`src/rtl/vx_amo_sequencer_pkg.sv`:
```
// Shared definitions for the AMO sequencer slice.
//   - AMO opcode width and INST_AMO_* encodings (RISC-V funct5 values)
//   - sequencer state encoding (plain 3-bit constants)
//   - amo_compute(): the read-modify-write function shared by the ALU unit and the
//     optional write-skip compare
// Configuration macro: AMO_SKIP_WR_EN (consumed by vx_amo_sequencer).
package vx_amo_sequencer_pkg;

  localparam int unsigned AMO_OP_BITS = 5;

  localparam logic [AMO_OP_BITS-1:0] INST_AMO_ADD  = 5'h00;
  localparam logic [AMO_OP_BITS-1:0] INST_AMO_SWAP = 5'h01;
  localparam logic [AMO_OP_BITS-1:0] INST_AMO_XOR  = 5'h04;
  localparam logic [AMO_OP_BITS-1:0] INST_AMO_OR   = 5'h08;
  localparam logic [AMO_OP_BITS-1:0] INST_AMO_AND  = 5'h0C;
  localparam logic [AMO_OP_BITS-1:0] INST_AMO_MIN  = 5'h10;
  localparam logic [AMO_OP_BITS-1:0] INST_AMO_MAX  = 5'h14;
  localparam logic [AMO_OP_BITS-1:0] INST_AMO_MINU = 5'h18;
  localparam logic [AMO_OP_BITS-1:0] INST_AMO_MAXU = 5'h1C;

  typedef logic [2:0] amo_state_t;

  localparam amo_state_t StIdle   = 3'd0;
  localparam amo_state_t StRdReq  = 3'd1;
  localparam amo_state_t StRdWait = 3'd2;
  localparam amo_state_t StAlu    = 3'd3;
  localparam amo_state_t StWrReq  = 3'd4;
  localparam amo_state_t StRsp    = 3'd5;

  // in1 = old memory value, in2 = rs2. Unknown opcodes yield 0.
  function automatic logic [31:0] amo_compute(input logic [AMO_OP_BITS-1:0] op,
                                               input logic [31:0] in1,
                                               input logic [31:0] in2);
    logic [31:0] res;
    res = '0;
    case (op)
      INST_AMO_ADD:  res = in1 + in2;
      INST_AMO_SWAP: res = in2;
      INST_AMO_XOR:  res = in1 ^ in2;
      INST_AMO_OR:   res = in1 | in2;
      INST_AMO_AND:  res = in1 & in2;
      INST_AMO_MIN:  res = ($signed(in1) < $signed(in2)) ? in1 : in2;
      INST_AMO_MAX:  res = ($signed(in1) > $signed(in2)) ? in1 : in2;
      INST_AMO_MINU: res = (in1 < in2) ? in1 : in2;
      INST_AMO_MAXU: res = (in1 > in2) ? in1 : in2;
      default:       res = '0;
    endcase
    return res;
  endfunction

endpackage

```
`src/rtl/vx_amo_sequencer_alu.sv`:
```
// AMO ALU unit: computes the atomic result and registers it, so the result is valid
// the cycle after 'en' is high.
// Ports:
//   clk, reset   clock, synchronous active-high reset (clears the result register)
//   en           capture a new result this cycle
//   op           INST_AMO_* opcode
//   in1, in2     old memory value, rs2 operand
//   result       registered ALU result
module vx_amo_sequencer_alu
  import vx_amo_sequencer_pkg::*;
(
  input  logic                   clk,
  input  logic                   reset,
  input  logic                   en,
  input  logic [AMO_OP_BITS-1:0] op,
  input  logic [31:0]            in1,
  input  logic [31:0]            in2,
  output logic [31:0]            result
);

  logic [31:0] result_q;

  always_ff @(posedge clk) begin
    if (reset) begin
      result_q <= '0;
    end else if (en) begin
      result_q <= amo_compute(op, in1, in2);
    end
  end

  assign result = result_q;

endmodule

```
`src/rtl/vx_amo_sequencer.sv`:
```
// AMO sequencer: round-robin arbitration of NUM_REQS atomic requesters, then a single
// read-modify-write on the shared memory port, returning the old memory value.
// One AMO in flight; flow IDLE -> RD_REQ -> RD_WAIT -> ALU -> WR_REQ -> RSP -> IDLE.
// Configuration: define AMO_SKIP_WR_EN to skip the write when the ALU result equals the
// old value (ALU -> RSP directly).
// Ports:
//   clk, reset                     clock, synchronous active-high reset
//   req_valid/req_ready            per-requester handshake, req_ready one-hot (IDLE only)
//   req_op/addr/data/tag           packed per-requester fields
//   mem_req_valid/rw/addr/data     memory request (rw: 0 read, 1 write), mem_req_ready accept
//   mem_rsp_valid/data             read data return (only honoured in RD_WAIT)
//   rsp_valid/ready/data/idx/tag   completion carrying the old value, requester index and tag
module vx_amo_sequencer
  import vx_amo_sequencer_pkg::*;
#(
  parameter int unsigned NUM_REQS = 4,
  parameter int unsigned ADDRW    = 32,
  parameter int unsigned TAGW     = 8,
  parameter int unsigned REQ_IDXW = (NUM_REQS > 1) ? $clog2(NUM_REQS) : 1
) (
  input  logic                          clk,
  input  logic                          reset,
  input  logic [NUM_REQS-1:0]           req_valid,
  output logic [NUM_REQS-1:0]           req_ready,
  input  logic [NUM_REQS*AMO_OP_BITS-1:0] req_op,
  input  logic [NUM_REQS*ADDRW-1:0]     req_addr,
  input  logic [NUM_REQS*32-1:0]        req_data,
  input  logic [NUM_REQS*TAGW-1:0]      req_tag,
  output logic                          mem_req_valid,
  output logic                          mem_req_rw,
  output logic [ADDRW-1:0]              mem_req_addr,
  output logic [31:0]                   mem_req_data,
  input  logic                          mem_req_ready,
  input  logic                          mem_rsp_valid,
  input  logic [31:0]                   mem_rsp_data,
  output logic                          rsp_valid,
  input  logic                          rsp_ready,
  output logic [31:0]                   rsp_data,
  output logic [REQ_IDXW-1:0]           rsp_idx,
  output logic [TAGW-1:0]               rsp_tag
);

  localparam logic [REQ_IDXW-1:0] LastIdx = REQ_IDXW'(NUM_REQS - 1);
  localparam logic [REQ_IDXW:0]   NumReqsW = (REQ_IDXW + 1)'(NUM_REQS);

  amo_state_t               state_q, state_d;
  logic [REQ_IDXW-1:0]      rr_q, rr_d;
  logic [AMO_OP_BITS-1:0]   op_q, op_d;
  logic [ADDRW-1:0]         addr_q, addr_d;
  logic [31:0]              data_q, data_d;
  logic [TAGW-1:0]          tag_q, tag_d;
  logic [REQ_IDXW-1:0]      idx_q, idx_d;
  logic [31:0]              old_q, old_d;
  logic [31:0]              alu_result;

  // Round-robin pick: first valid requester at or after rr_q, wrapping.
  logic                     grant_found;
  logic [REQ_IDXW-1:0]      grant_idx;
  logic [NUM_REQS-1:0]      grant_oh;
  logic [REQ_IDXW:0]        cand;

  always_comb begin
    grant_found = 1'b0;
    grant_idx   = '0;
    grant_oh    = '0;
    cand        = '0;
    for (int i = 0; i < NUM_REQS; i++) begin
      cand = {1'b0, rr_q} + (REQ_IDXW + 1)'(i);
      if (cand >= NumReqsW) cand = cand - NumReqsW;
      if (!grant_found && req_valid[cand[REQ_IDXW-1:0]]) begin
        grant_found = 1'b1;
        grant_idx   = cand[REQ_IDXW-1:0];
      end
    end
    grant_oh[grant_idx] = grant_found;
  end

`ifdef AMO_SKIP_WR_EN
  // Decided in the ALU cycle from the combinational value, since the unit's output is
  // only registered at the end of that cycle.
  logic alu_unchanged;
  assign alu_unchanged = (amo_compute(op_q, old_q, data_q) == old_q);
`endif

  always_comb begin
    state_d = state_q;
    rr_d    = rr_q;
    op_d    = op_q;
    addr_d  = addr_q;
    data_d  = data_q;
    tag_d   = tag_q;
    idx_d   = idx_q;
    old_d   = old_q;
    unique case (state_q)
      StIdle: begin
        if (grant_found) begin
          op_d    = req_op[grant_idx*AMO_OP_BITS +: AMO_OP_BITS];
          addr_d  = req_addr[grant_idx*ADDRW +: ADDRW];
          data_d  = req_data[grant_idx*32 +: 32];
          tag_d   = req_tag[grant_idx*TAGW +: TAGW];
          idx_d   = grant_idx;
          rr_d    = (grant_idx == LastIdx) ? '0 : grant_idx + 1'b1;
          state_d = StRdReq;
        end
      end
      StRdReq: begin
        if (mem_req_ready) state_d = StRdWait;
      end
      StRdWait: begin
        if (mem_rsp_valid) begin
          old_d   = mem_rsp_data;
          state_d = StAlu;
        end
      end
      StAlu: begin
`ifdef AMO_SKIP_WR_EN
        state_d = alu_unchanged ? StRsp : StWrReq;
`else
        state_d = StWrReq;
`endif
      end
      StWrReq: begin
        if (mem_req_ready) state_d = StRsp;
      end
      StRsp: begin
        if (rsp_ready) state_d = StIdle;
      end
      default: state_d = StIdle;
    endcase
  end

  always_ff @(posedge clk) begin
    if (reset) begin
      state_q <= StIdle;
      rr_q    <= '0;
      op_q    <= '0;
      addr_q  <= '0;
      data_q  <= '0;
      tag_q   <= '0;
      idx_q   <= '0;
      old_q   <= '0;
    end else begin
      state_q <= state_d;
      rr_q    <= rr_d;
      op_q    <= op_d;
      addr_q  <= addr_d;
      data_q  <= data_d;
      tag_q   <= tag_d;
      idx_q   <= idx_d;
      old_q   <= old_d;
    end
  end

  vx_amo_sequencer_alu u_alu (
    .clk    (clk),
    .reset  (reset),
    .en     (state_q == StAlu),
    .op     (op_q),
    .in1    (old_q),
    .in2    (data_q),
    .result (alu_result)
  );

  // Handshake outputs are masked by reset so an in-flight AMO is dropped at once.
  assign req_ready     = (!reset && state_q == StIdle) ? grant_oh : '0;
  assign mem_req_valid = !reset && (state_q == StRdReq || state_q == StWrReq);
  assign mem_req_rw    = (state_q == StWrReq);
  assign mem_req_addr  = addr_q;
  assign mem_req_data  = alu_result;
  assign rsp_valid     = !reset && (state_q == StRsp);
  assign rsp_data      = old_q;
  assign rsp_idx       = idx_q;
  assign rsp_tag       = tag_q;

endmodule

```
`config.mk`:
```
export PLATFORM = sky130hd
export DESIGN_NAME = vx_amo_sequencer
export DESIGN_NICKNAME = d
export VERILOG_FILES = /design/src/rtl/vx_amo_sequencer_pkg.sv /design/src/rtl/vx_amo_sequencer_alu.sv /design/src/rtl/vx_amo_sequencer.sv
export SDC_FILE = /design/constraint.sdc
export NUM_CORES = 1
export LEC_CHECK = 0
export CORE_AREA = 2 2 178 180
export CTS_BUF_LIST = sky130_fd_sc_hd__clkbuf_4 sky130_fd_sc_hd__clkbuf_8
export DETAILED_ROUTE_END_ITERATION = 8
export DIE_AREA = 0 0 180 182
export PLACE_DENSITY_LB_ADDON = 0.2
export SYNTH_ARGS = -nofsm -noshare
export SYNTH_HDL_FRONTEND = slang
export SYNTH_SLANG_ARGS = --single-unit
```
`constraint.sdc`:
```
create_clock -name clk -period 3.2 [get_ports clk]
set_input_delay 0.8 -clock clk [delete_from_list [all_inputs] [get_ports clk]]
set_output_delay 0.8 -clock clk [all_outputs]
set_load 0.01 [all_outputs]
```
# [After elaboration in Yosys (flattened, before gate mapping)]
# Cells that the tools add are included.
[word_totals] ff_bits=148 in_bits=349 out_inout_bits=113 elab_cells=112
[classes] n_addsub=9 mul=1 magnitude_cmp=14 n_eq_ne=19 n_shift=4 n_mux=35 bitwise=4 n_reduce_logical=17
[ops] cell="case mux 32 bit (9 select lines)" count=1
[ops] cell="variable part select 128 x 8 -> 32 bit" count=2
[ops] cell="2-to-1 mux 32 bit" count=4
[ops] cell="> comparator 32 bit" count=2
[ops] cell="less-than comparator 32 bit" count=2
[ops] cell="adder 32 bit" count=1
[ops] cell="bitwise AND 32 bit" count=1
[ops] cell="OR 32 bit" count=1
[ops] cell="variable part select 32 x 6 -> 8 bit" count=1
[ops] cell="XOR 32 bit" count=1
[ops] cell="equality test 5 bit, second input constant" count=4
[ops] cell="variable part select 20 x 6 -> 5 bit" count=1
[ops] cell="2-to-1 mux 2 bit" count=9
[ops] cell="case mux 3 bit (6 select lines)" count=1
[ops] cell="less-than comparator 2 x 3 -> 1 bit, second input constant" count=5
[ops] cell="2-to-1 mux 3 bit" count=5
[ops] cell="equality test 5 x 4 -> 1 bit, second input constant" count=2
[ops] cell="greater-or-equal comparator 3 bit, second input constant" count=3
[ops] cell="2-to-1 mux 1 bit" count=9
[ops] cell="binary-select mux 1 bit (select 2 bit)" count=4
[ops] cell="!= test 2 bit, second input constant" count=4
[ops] cell="subtractor 2 x 1 -> 2 bit, second input constant" count=4
[ops] cell="logical AND 1 bit" count=7
[ops] cell="adder 2 x 2 -> 3 bit, second input constant" count=2
[ops] cell="21 further kinds" count=27

# [Logic depth before layout (Yosys ltp)]
# Gate-level depths: netlist of run 1.
[logic_depth] depth_word=20 depth_mapped=14 mapped_depth_nobuf=11

# [Modules after synthesis]
# A second synthesis of run 1 with hierarchy kept.
[unflattened] hier_cells=1616 area_unflattened_um2=12460.7
[by_module_without_submodules] module="vx_amo_sequencer" instances=1 cells_per_inst=836 area_each_um2=6852.8 seq_area_each_um2=2322.2
[by_module_without_submodules] module="vx_amo_sequencer_alu" instances=1 cells_per_inst=780 area_each_um2=5607.9 seq_area_each_um2=640.6

# [Worst setup path after synthesis of run 1]
# OpenSTA, ideal clock, no wires.
[synth_timing] kind="in2out" startpoint="input port req_valid[2]" endpoint="output port req_ready[3]" t_arrival_ps=2407 t_required_ps=2400 setup_slack_ps=-7 cell_stages=9 n_path_buf=3 path_cell_list="mux2i_1 -> nor2_1 -> or3_1 -> clkbuf_1 -> inv_1 -> clkbuf_1 -> clkbuf_1 -> ha_1 -> and2_1"
[synth_between] elab_chain_cells=18 word_cells_on_any_way=29 classes_between="2 x order compare; 19 x mux; 1 x bitwise; 7 x reduce/logical"
[synth_rtl] item="start: declaration" line="vx_amo_sequencer.sv:23" rtl="input logic [NUM_REQS-1:0] req_valid,"
[synth_rtl] item="binary-select mux 1 bit (select 2 bit)" line="vx_amo_sequencer.sv:70" rtl="if (!grant_found && req_valid[cand[REQ_IDXW-1:0]]) begin"
[synth_rtl] item="2-to-1 mux 1 bit (implied by the code)" line="vx_amo_sequencer.sv:70"
[synth_rtl] item="2-to-1 mux 1 bit" line="vx_amo_sequencer.sv:70"
[synth_rtl] item="zero test 1 bit" line="vx_amo_sequencer.sv:70"
[synth_rtl] item="logical AND 1 bit" line="vx_amo_sequencer.sv:70"
[synth_rtl] item="2-to-1 mux 1 bit" line="vx_amo_sequencer.sv:70"
[synth_rtl] item="zero test 1 bit" line="vx_amo_sequencer.sv:70"
[synth_rtl] item="logical AND 1 bit" line="vx_amo_sequencer.sv:70"
[synth_rtl] item="[3 not listed]"
[synth_rtl] item="2-to-1 mux 2 bit *" line="vx_amo_sequencer.sv:70"
[synth_rtl] item="net grant_idx[0]" line="vx_amo_sequencer.sv:58" rtl="logic [REQ_IDXW-1:0] grant_idx;"
[synth_rtl] item="less-than comparator 2 x 3 -> 1 bit (implied by the code) or greater-or-equal comparator 2 x 1 -> 1 bit (tied branches)" line="vx_amo_sequencer.sv:75" rtl="grant_oh[grant_idx] = grant_found;"
[synth_rtl] item="logical AND 1 bit (implied by the code)" line="vx_amo_sequencer.sv:75"
[synth_rtl] item="2-to-1 mux 1 bit (implied by the code)" line="vx_amo_sequencer.sv:75"
[synth_rtl] item="demux 1 bit (select 2 bit) *" line="vx_amo_sequencer.sv:75"
[synth_rtl] item="bitwise AND 4 bit (no source line) *"
[synth_rtl] item="2-to-1 mux 4 bit *" line="vx_amo_sequencer.sv:165" rtl="assign req_ready = (!reset && state_q == StIdle) ? grant_oh : '0;"
[synth_rtl] item="end: declaration" line="vx_amo_sequencer.sv:24" rtl="output logic [NUM_REQS-1:0] req_ready,"
# The timed path passes the listed nets; every way through them passes the cells marked *. The select of a mux whose other input is x is not followed.

# [Final worst setup path of run 1]
[layout_timing] startpoint="register data_q[24]" endpoint="register u_alu.result_q[0] (netlist: u_alu.result[0])"
[layout_between] elab_chain_cells=3 word_cells_on_any_way=9 classes_between="4 x order compare; 5 x mux"
[layout_rtl] item="start: declaration" line="vx_amo_sequencer.sv:50" rtl="logic [31:0] data_q, data_d;"
[layout_rtl] item="start signal: assignment" line="vx_amo_sequencer.sv:147" rtl="data_q <= data_d;"
[layout_rtl] item="> comparator 32 bit (tied with other cells)" line="vx_amo_sequencer_pkg.sv:45" rtl="INST_AMO_MAXU: res = (in1 > in2) ? in1 : in2;"
[layout_rtl] item="2-to-1 mux 32 bit, on equally long branches"
[layout_rtl] item="case mux 32 bit (9 select lines) *" line="vx_amo_sequencer_pkg.sv:36" rtl="case (op)"
[layout_rtl] item="end signal: assignment" line="vx_amo_sequencer_alu.sv:27" rtl="result_q <= amo_compute(op, in1, in2);"
[layout_rtl] item="end: declaration" line="vx_amo_sequencer_alu.sv:21" rtl="logic [31:0] result_q;"
# Every way passes the cells marked *; elsewhere a longest branch is shown, timed or not.
# A chain may end at the register's enable or synchronous reset.

==> results of run 1 <==
==> critical path, cell delays in order, from the launching register on <==
cell and delay (ns):
dfxtp_2 0.35, inv_1 0.15, ha_4 0.23, nor4_2 0.34
buf_4 0.19, nand3_1 0.10, a21oi_2 0.19, nor4_4 0.06
buf_4 0.17, buf_4 0.13, a21oi_2 0.13, nand4b_1 0.20
nand3_4 0.15, buf_12 0.18, a222oi_1 0.37, o21ai_1 0.11
==> flip-flops by register name, summed over array words and instances (netlist names) <==
signal        flops
data_q           32
rr_q              2
rsp_data         32
state_q           3
u_alu.result     32
op_q              5
rsp_tag           8
rsp_idx           2
mem_req_addr     32
==> path summary, 6_finish.rpt <==
check                       start               to  slack [ns]  cells past startpoint
setup / recovery       data_q[24]  u_alu.result[0]        0.06                     15
hold / removal    u_alu.result[4]  u_alu.result[4]        0.47                      2
setup reg to reg       data_q[24]  u_alu.result[0]        0.06                     15
hold reg to reg   u_alu.result[4]  u_alu.result[4]        0.47                      2
==> what timing repair did <==
item	CTS	global route
resized for setup	21	88
pin swaps	4	23
gates cloned	0	1
buffers inserted	4	20
setup endpoints to repair	14	35
==> layer usage <==
layer,GRT usage [%],share of wire (%),vias to the layer above
met5,0,0.022,-
met4,11.93,4.0,2
met3,6.939,8.0,142
met2,57.84,48,834
met1,40.84,40,7499
li1,-,-,7394
==> per-stage QoR <==
| step | instances | setup TNS (ns) |
|---|---|---|
| 2_1_floorplan | 1792 | 0 |
| 3_3_place_gp | 2712 | -9.248 |
| 3_5_place_dp | 2712 | -14.29 |
| 4_1_cts | 2748 | 0 |
| 5_1_grt | 2771 | -0.6773 |
| 6_report | 2771 | 0 |
==> layout make-up <==
cell class | instances | share of cell area (%)
Timing Repair Buffer | 691 | 33.17
Clock inverter | 11 | 0.7649
Tap cell | 402 | 2.584
Multi-Input combinational cell | 1407 | 44.85
Sequential cell | 148 | 15.40
Clock buffer | 21 | 1.453
Antenna cell | 3 | 0.03857
Inverter | 88 | 1.736
==> cells by family (layout without fill, tap and decap cells) <==
kind of cell / count (synthesis) / count (layout) / synth area share, %
compound gates: 472 / 472 / 25.93
mux: 23 / 23 / 2.036
simple gates: 790 / 790 / 28.20
buf+inv: 237 / 811 / 7.705
other cells: 0 / 3 / 0
xor+xnor: 21 / 21 / 1.504
flops: 148 / 148 / 24.23
fa+ha+maj: 101 / 101 / 10.40
==> power by group through the flow <==
stage | sequential [uW] | combinational (uW) | clock (uW)
floorplan | 2330 | 2460 | 0
global placement | 2310 | 4580 | 0
detailed placement | 2310 | 4640 | 0
CTS | 2280 | 4680 | 1700
global route | 2320 | 5470 | 1780
finish | 2300 | 5090 | 1690
==> cell usage in the layout (no fill, tap or decap), drive strengths merged, types with 8 or more instances in the layout <==
cell type	n
a211oi	18
a21o	10
a21oi	181
a221oi	30
a311oi	78
a31oi	13
and2	8
and3	80
buf	230
clkbuf	23
clkdlybuf4s50	452
dfxtp	148
ha	100
inv	89
mux2i	20
nand2	456
nand2b	8
nand3	22
nor2	142
nor2b	11
nor3	29
nor4	9
o211ai	8
o21ai	58
o22ai	10
xnor2	16
==> metrics.md, run 1 <==
| Metric | Value |
|---|---|
| Clock network fraction of design power | `18.6%` |
| Vias in the first global route | `14,980` |
| Synthesized cell area | `12,230 sq um` |
| Clk Latency, worst-skew pair | `0.50 ns` |
| Crit path DAT | `3.52 ns` |
| Detailed-route via count | `15,870` |
| CP max FO | `7` |
| DP Worst Slack | `-0.4609 ns` |
| Sw power | `3798 uW` |
| Slew @ Worst Pin | `0.8406 ns` |
| Port bufs | `461` |
| First DRT Iteration DRCs | `1,561` |
| Status | `finished clean` |
| Core Box Area | `30,990 sq um` |
| Pre-antenna DRT Iters | `6` |
| Hold buffer count at CTS | `0` |
| Final ANT Viol Nets | `0` |
| Cell Pwr Density | `466.5 nW/um^2` |
| Worst Skew | `0.02513 ns` |
| Rel. slew slack | `43.70%` |
| # fillers | `2,780` |
| Part of the power in registers | `25.3%` |
| Setup slack after layout | `0.05922 ns` |
| # setup viols final | `0` |
| Post-synth top area cell | `dfxtp_1` |
| Flops & latches, synth | `148` |
| Multi-input gate area | `8731 sq um` |
| Post-synth EDFFs | `0` |
| Initial Util | `39.46%` |
| Post-synth ARST share | `0%` |
| Share of cells above drive strength 1 | `15.26%` |
| Netlist cell types | `81` |
| Synth Instances | `1,792` |
| Syn Area/Cell | `6.824 sq um` |
| Fin crit share | `98.15%` |
| H-Tree Depth | `4` |
| Switching share of power | `41.82%` |
| Comb pwr share | `56.0%` |
| Clk sinks | `148` |
| Primary FF master, synth | `dfxtp_1` |
| Most instantiated cells after synthesis | `nand2_1, a21oi_1, dfxtp_1, nor2_1, clkbuf_1` |
| Worst hold path class | `flop to flop` |
| DRC violation count after routing | `0` |
| Synth top area share | `24.23%` |
| Top-count cell post-synth | `nand2_1` |
| GRT Total Usage | `33.37%` |
| FMAX | `0.3184 GHz` |
| Global-route wire length before repair | `85,830 um` |
| CTS tree | `yes` |
| Pwr Total | `9081 uW` |
| DIE WIDTH | `180 um` |
| Slew Limit Fails | `0` |
| Largest net degree at the start of global routing | `63` |
| Clock Path Buffers | `2` |
| Syn Nets | `2,242` |
| CP Capture Type | `flop` |
| Detailed placement HPWL | `44,940 um` |
| Die Y | `182 um` |
| GPL Wtd Cong | `0.9845` |
| Ports | `462` |
| Final hold violation count | `0` |
| Clk slew on worst S/H paths | `0.10 ns` |
| Max VDD drop | `0.2962 mV` |
| Min Hold Slack | `0.4685 ns` |
| Worst Path Required | `3.58 ns` |
| Layout area overhead | `59.18%` |
| Finished Cell Area | `19,460 sq um` |
| Leak | `0.007837 uW` |
| Final period demand of the worst path | `3.141 ns` |
| Antenna violations before repair | `4` |
| GR Overflow Total | `0` |
| Final Util | `62.82%` |
| Largest cells by area after synthesis | `dfxtp_1, nand2_1, ha_1` |
| Row cnt | `65` |
| Placed instance area | `18,390 sq um` |
| Die area | `32,760 sq um` |
| Root Driver | `clkbuf_8` |
| Critical path launch point type | `flop` |
| RSZ-0062 raised after global routing | `true` |
| Vias/cell | `5.728` |
| Register area share after synthesis | `24.23%` |
| Max Cap Violations | `0` |
| Critical path type | `flop to flop` |
| Int Pwr | `5283 uW` |
| Register area | `2998 sq um` |
| WL final | `58,390 um` |
| YS warnings | `0` |
| WL/cell | `21.07 um` |
| Num CTS Buffers | `17` |
| Final net count | `2,803` |
No activity file was read; power rests on OpenSTA's default activity.
==> run 2: changes to the inputs <==
Settings changed: CAP_MARGIN set to 10, CORE_AREA 2 2 178 180 to not set, CORE_ASPECT_RATIO set to 0.6, CORE_UTILIZATION set to 40, DIE_AREA 0 0 180 182 to not set, TNS_END_PERCENT set to 1.
==> run 2 against run 1 <==
Largest cell class unchanged; design area is 1.6% lower; core utilization is 1.0 points higher; hold slack better by 0.0095 ns; count of clock-buffer cells in the layout is 1 lower; highest routed layer is now met4; power is 3.7% lower.
==> metrics.md, run 2 (same netlist as run 1, synthesis figures left out) <==
| Metric | Value |
|---|---|
| Final ANT Viol Nets | `0 (unchanged)` |
| Final hold violation count | `0 (unchanged)` |
| Critical path launch point type | `primary input` |
| Cells after DPL | `2,721 (+0.33%)` |
| Final period demand of the worst path | `3.135 ns (-0.005498 ns)` |
| Status | `finished clean` |
| Die Y | `137.4 um (-24%)` |
| Detailed-route via count | `15,590 (-1.8%)` |
| Critical path type | `primary input to output pin` |
| FMAX | `0.3190 GHz (+0.18%)` |
| H-Tree Depth | `4 (unchanged)` |
| Vias in the first global route | `14,400 (-3.9%)` |
| Final Non-Filler Cells | `2,759 (-0.43%)` |
| Clock network fraction of design power | `17.6% (-1.0 points)` |
| Most frequent CP cell | `buf_4` |
| GPL Wtd Cong | `0.9806 (-0.40%)` |
| Worst path cell trace | `dlygate4sd2_1, buf_4, nor4_1, or3_1, nor3_2, buf_4, and2_1, clkdlybuf4s15_1` |
| DRC violation count after routing | `0 (unchanged)` |
| DIE WIDTH | `227.7 um (+27%)` |
| Final TNS setup | `0 ns (unchanged)` |
| Critical Path Start | `req_valid[0]` |
| Int Pwr | `5014 uW (-5.1%)` |
| Vias/cell | `5.649 (-1.4%)` |
| Die area | `31,300 sq um (-4.5%)` |
| Comb pwr share | `56.6% (+0.6 points)` |
| GRT Total Usage | `36.59% (+3.2 points)` |
| Row cnt | `49 (-25%)` |
| Sw power | `3732 uW (-1.7%)` |
| Crit path DAT | `2.34 ns (-1.18 ns)` |
| Switching share of power | `42.67% (+0.85 points)` |
| Min Hold Slack | `0.4780 ns (+0.009517 ns)` |
| Crit-path slowest cell | `nor4_1` |
| Highest-count cells in the layout ignoring fill and taps | `nand2_1, clkdlybuf4s50_1, buf_4, a21oi_1, dfxtp_1` |
| Commonest non-fill, non-tap cell in the layout | `nand2_1` |
| Detailed placement HPWL | `44,820 um (-0.28%)` |
| Part of the power in registers | `25.8% (+0.5 points)` |
| Worst Path Required | `2.40 ns (-1.18 ns)` |
| CTS tree | `yes` |
| CP Capture Type | `output pin` |
| WL final | `58,880 um (+0.83%)` |
| WL/cell | `21.34 um (+1.3%)` |
| Hold path startpoint | `u_alu.result[15]` |
| Setup slack after layout | `0.06472 ns (+0.005498 ns)` |
| Layout area overhead | `56.56%` |
| Port bufs | `461 (unchanged)` |
| Cell Pwr Density | `456.8 nW/um^2 (-2.1%)` |
| Reg-to-Reg Start | `rsp_data[15]` |
| Largest net degree at the start of global routing | `130 (+110%)` |
| Clk Latency, worst-skew pair | `0.50 ns (about the same)` |
| CP max FO | `4 (-3)` |
| Pre-antenna DRT Iters | `6 (unchanged)` |
| Critical Path Max Stage Delay | `0.34 ns (-0.03 ns)` |
| RSZ-0062 raised after global routing | `true` |
| # fillers | `2,708 (-2.6%)` |
| Clk sinks | `148 (unchanged)` |
| Initial Util | `40.79% (+1.3 points)` |
| Ports | `462 (unchanged)` |
| Clk slew on worst S/H paths | `0.09 ns (about the same)` |
| Max VDD drop | `0.2489 mV (-16%)` |
| Share of cells above drive strength 1 | `13.45% (-1.8 points)` |
| GR Overflow Total | `0 (unchanged)` |
| Clock Path Buffers | `2 (unchanged)` |
| Num CTS Buffers | `17 (unchanged)` |
| Worst hold path class | `flop to flop` |
| Final net count | `2,787 (-0.57%)` |
| Leak | `0.007722 uW (-1.5%)` |
| Root Driver | `clkbuf_8` |
| Worst Skew | `0.01356 ns (-0.01157 ns)` |
| Slew Limit Fails | `0 (unchanged)` |
| Core Box Area | `29,980 sq um (-3.2%)` |
| Fin crit share | `97.98% (-0.17 points)` |
| First DRT Iteration DRCs | `1,508 (-3.4%)` |
| Max Cap Violations | `0 (unchanged)` |
| DP Worst Slack | `-0.5174 ns (-0.05644 ns)` |
| Global-route wire length before repair | `87,420 um (+1.9%)` |
| Slew @ Worst Pin | `0.8126 ns (-0.02799 ns)` |
| # setup viols final | `0 (unchanged)` |
| Rel. slew slack | `45.69% (+2.0 points)` |
| Antenna violations before repair | `1 (-3)` |
==> run 2: cell types whose count changed in the layout (fill, tap and decap cells not counted), moves of 3 or more <==
| cell | delta |
|---|---|
| o21ai_1 | -3 |
| nor4_2 | +4 |
| dfxtp_2 | -11 |
| inv_6 | +3 |
| dfxtp_4 | -3 |
| inv_2 | -6 |
| buf_4 | -14 |
| ha_4 | -8 |
| inv_1 | +8 |
| nor4_4 | -4 |
| dfxtp_1 | +14 |
| ha_1 | +9 |
==> run 2: layout make-up <==
cell class / count / area (sq um) / area share, %
clock inverters: 12 / 118.9 / 0.6209
well taps: 408 / 510.5 / 2.666
clock buffers: 20 / 275.3 / 1.438
flip-flops and latches: 148 / 2973 / 15.53
inverters: 88 / 332.8 / 1.738
multi-input cells: 1407 / 8622 / 45.04
repair buffers: 675 / 6310 / 32.96
diodes: 1 / 2.502 / 0.01307
==> run 2: critical path: cells and delay by family <==
family / cells / cell delay, ns
simple gates: 4 / 0.74
buf+inv: 4 / 0.79
==> run 2: stage by stage <==
stage	cell area [sq um]	util (%)	total power, uW
final	19140	63.86	8746
after global routing	19140	63.86	9258
after CTS	18880	62.97	8581
after detailed placement	18420	61.45	6996
after global placement	18420	61.45	6952
after floorplan	12230	-	4791
==> run 2: worst paths after layout <==
check | end | slack [ns] | depth (start not counted)
setup / recovery | req_ready[2] | 0.06 | 8
hold / removal | u_alu.result[15] | 0.48 | 2
setup reg to reg | u_alu.result[19] | 0.08 | 13
hold reg to reg | u_alu.result[15] | 0.48 | 2
==> run 2: routing by layer <==
layer / up-vias / routed length (um) / global-route usage [%]
met5: - / 0 / 0
met4: 0 / 1742 / 12.20
met3: 112 / 5331 / 9.106
met2: 788 / 25420 / 57.23
met1: 7323 / 26380 / 49.17
li1: 7363 / - / -
==> run 2: timing repair <==
| item | 4_1_cts | 5_1_grt |
|---|---|---|
| setup endpoints to repair | 27 | 39 |
| resized for setup | 21 | 50 |
| pin swaps | 5 | 7 |
| buffers inserted | 5 | 0 |
| hold buffers | 0 | 0 |
| gates cloned | 0 | 0 |
==> run 2: power groups by stage <==
stage | Clock (uW) | Sequential (uW) | Combinational [uW]
final | 1540 | 2260 | 4950
after floorplan | 0 | 2330 | 2460
after CTS | 1580 | 2250 | 4750
after global placement | 0 | 2290 | 4660
after detailed placement | 0 | 2290 | 4700
after global routing | 1640 | 2290 | 5330
==> run 3: changes to the inputs <==
Settings changed: REMOVE_ABC_BUFFERS set to 1.
==> run 3 against run 2 <==
Register-to-register slack worse by 0.03 ns; power up 0.15%; critical path depth up 5; count of clock-buffer cells in the layout up 2; core utilization up 0.084 points; first-iteration DRC count down 7.3%; hold slack worse by 0.026 ns; largest cell class unchanged.
==> metrics.md, run 3 (same netlist as run 1, synthesis figures left out) <==
| Metric | Value |
|---|---|
| DIE WIDTH | `227.7 um (unchanged)` |
| Status | `finished clean` |
| Port bufs | `461 (unchanged)` |
| Root Driver | `clkbuf_8` |
| Slew Limit Fails | `0 (unchanged)` |
| Final net count | `2,762 (-0.90%)` |
| GPL Wtd Cong | `0.9843 (+0.38%)` |
| Slew @ Worst Pin | `0.7179 ns (-0.09470 ns)` |
| Die area | `31,300 sq um (unchanged)` |
| Worst Skew | `0.01946 ns (+0.005900 ns)` |
| DRC violation count after routing | `0 (unchanged)` |
| Vias/cell | `5.630 (-0.35%)` |
| Detailed-route via count | `15,380 (-1.3%)` |
| Ports | `462 (unchanged)` |
| Commonest non-fill, non-tap cell in the layout | `nand2_1` |
| WL/cell | `19.71 um (-7.7%)` |
| CP max FO | `5 (+1)` |
| Vias in the first global route | `13,940 (-3.2%)` |
| Critical path launch point type | `flop` |
| Critical path type | `flop to flop` |
| GR Overflow Total | `0 (unchanged)` |
| Die Y | `137.4 um (unchanged)` |
| Detailed placement HPWL | `40,650 um (-9.3%)` |
| Pre-antenna DRT Iters | `5 (-1)` |
| Highest-count cells in the layout ignoring fill and taps | `nand2_1, clkdlybuf4s50_1, buf_4, a21oi_1, nor2_1` |
| Final ANT Viol Nets | `0 (unchanged)` |
| Num CTS Buffers | `17 (unchanged)` |
| Leak | `0.007651 uW (-0.91%)` |
| Critical Path Max Stage Delay | `0.51 ns (+0.17 ns)` |
| Pwr Total | `8759 uW (+0.15%)` |
| Fin crit share | `98.57% (+0.59 points)` |
| CP Capture Type | `flop` |
| FMAX | `0.3170 GHz (-0.60%)` |
| Worst path cell trace | `buf_6, ha_4, nor3b_4, nor3_4, o21bai_2, o41ai_4, nand2_2, buf_6, a31oi_4, nand3_4, buf_12, a221oi_1, a32oi_1` |
| Initial Util | `40.79% (unchanged)` |
| Clk slew on worst S/H paths | `0.09 ns (about the same)` |
| # setup viols final | `0 (unchanged)` |
| First DRT Iteration DRCs | `1,398 (-7.3%)` |
| Crit path DAT | `3.52 ns (+1.18 ns)` |
| Rel. slew slack | `52.14% (+6.4 points)` |
| Crit-path slowest cell | `o41ai_4` |
| Max VDD drop | `0.2839 mV (+14%)` |
| GRT Total Usage | `32.60% (-4.0 points)` |
| Share of cells above drive strength 1 | `13.52% (+0.070 points)` |
| Largest net degree at the start of global routing | `96 (-26%)` |
| H-Tree Depth | `4 (unchanged)` |
| Final Util | `63.94% (+0.084 points)` |
| Most frequent CP cell | `buf_6` |
| Cell Pwr Density | `456.9 nW/um^2 (about the same)` |
| Max Cap Violations | `0 (unchanged)` |
| Antenna violations before repair | `0 (-1)` |
| CTS tree | `yes` |
| Clock Path Buffers | `2 (unchanged)` |
| Final period demand of the worst path | `3.154 ns (+0.01901 ns)` |
| Hold buffer count at CTS | `0 (unchanged)` |
| Worst Path Required | `3.56 ns (+1.16 ns)` |
| Global-route wire length before repair | `79,550 um (-9.0%)` |
| Worst hold path class | `flop to flop` |
| Row cnt | `49 (unchanged)` |
| Clk Latency, worst-skew pair | `0.49 ns (about the same)` |
| Layout area overhead | `56.77%` |
| WL final | `53,840 um (-8.6%)` |
| Clk sinks | `148 (unchanged)` |
| RSZ-0062 raised after global routing | `true` |
| Final hold violation count | `0 (unchanged)` |
| Final TNS setup | `0 ns (unchanged)` |
| Core Box Area | `29,980 sq um (unchanged)` |
[run 3: worst paths after layout]
path	from	to	slack (ns)	depth (start not counted)
max	rsp_data[12]	u_alu.result[30]	0.05	13
min	u_alu.result[4]	u_alu.result[4]	0.45	2
max reg2reg	rsp_data[12]	u_alu.result[30]	0.05	13
min reg2reg	u_alu.result[4]	u_alu.result[4]	0.45	2
[run 3: per-stage QoR]
| stage | hold WS, ns | setup slack, ns | cell area, sq um | instances |
|---|---|---|---|---|
| 5_1_grt | 0.4790 | -0.08046 | 19170 | 2731 |
| 6_report | 0.4519 | 0.04571 | 19170 | 2732 |
| 4_1_cts | 0.4530 | -0.0001097 | 18610 | 2725 |
| 3_3_place_gp | 0.4397 | -0.3691 | 18210 | 2695 |
| 2_1_floorplan | 0.4738 | -4.976 | 11620 | 1643 |
| 3_5_place_dp | 0.4413 | -0.4222 | 18210 | 2695 |
[run 3: routing by layer]
layer | vias to the layer above | GRT usage (%) | share of wire, %
met5 | - | 0 | 0
met4 | 0 | 7.395 | 1.7
met3 | 67 | 7.761 | 9.4
met2 | 734 | 49.95 | 42
met1 | 7270 | 45.95 | 47
li1 | 7309 | - | -
[run 3: power breakdown]
group / internal (uW) / switching [uW]
Combinational: 2240 / 2700
Sequential: 2080 / 185
Clock: 774 / 778
[run 3: critical path, delay by kind of cell (launching register included)]
kind	cells	cell delay [ns]
AOI/OAI and AO/OA	5	1.28
and+or+nand+nor	4	0.75
buffers and inverters	3	0.49
DFF	1	0.37
adders and majority gates	1	0.15
[run 3: final cells by class]
type	count	area [sq um]
fill	2688	10810
multi-input combinational	1407	8786
timing repair buffer	650	6150
sequential	148	2989
tap	408	510.5
inverter	88	334.1
clock buffer	22	296.5
clock inverter	8	101.3
antenna	1	2.502
[run 3: repair_timing]
action / CTS / global route
endpoints found under the setup margin: 6 / 33
resized for setup: 11 / 95
cloned: 0 / 2
pin swaps: 0 / 24
buffers inserted: 0 / 5
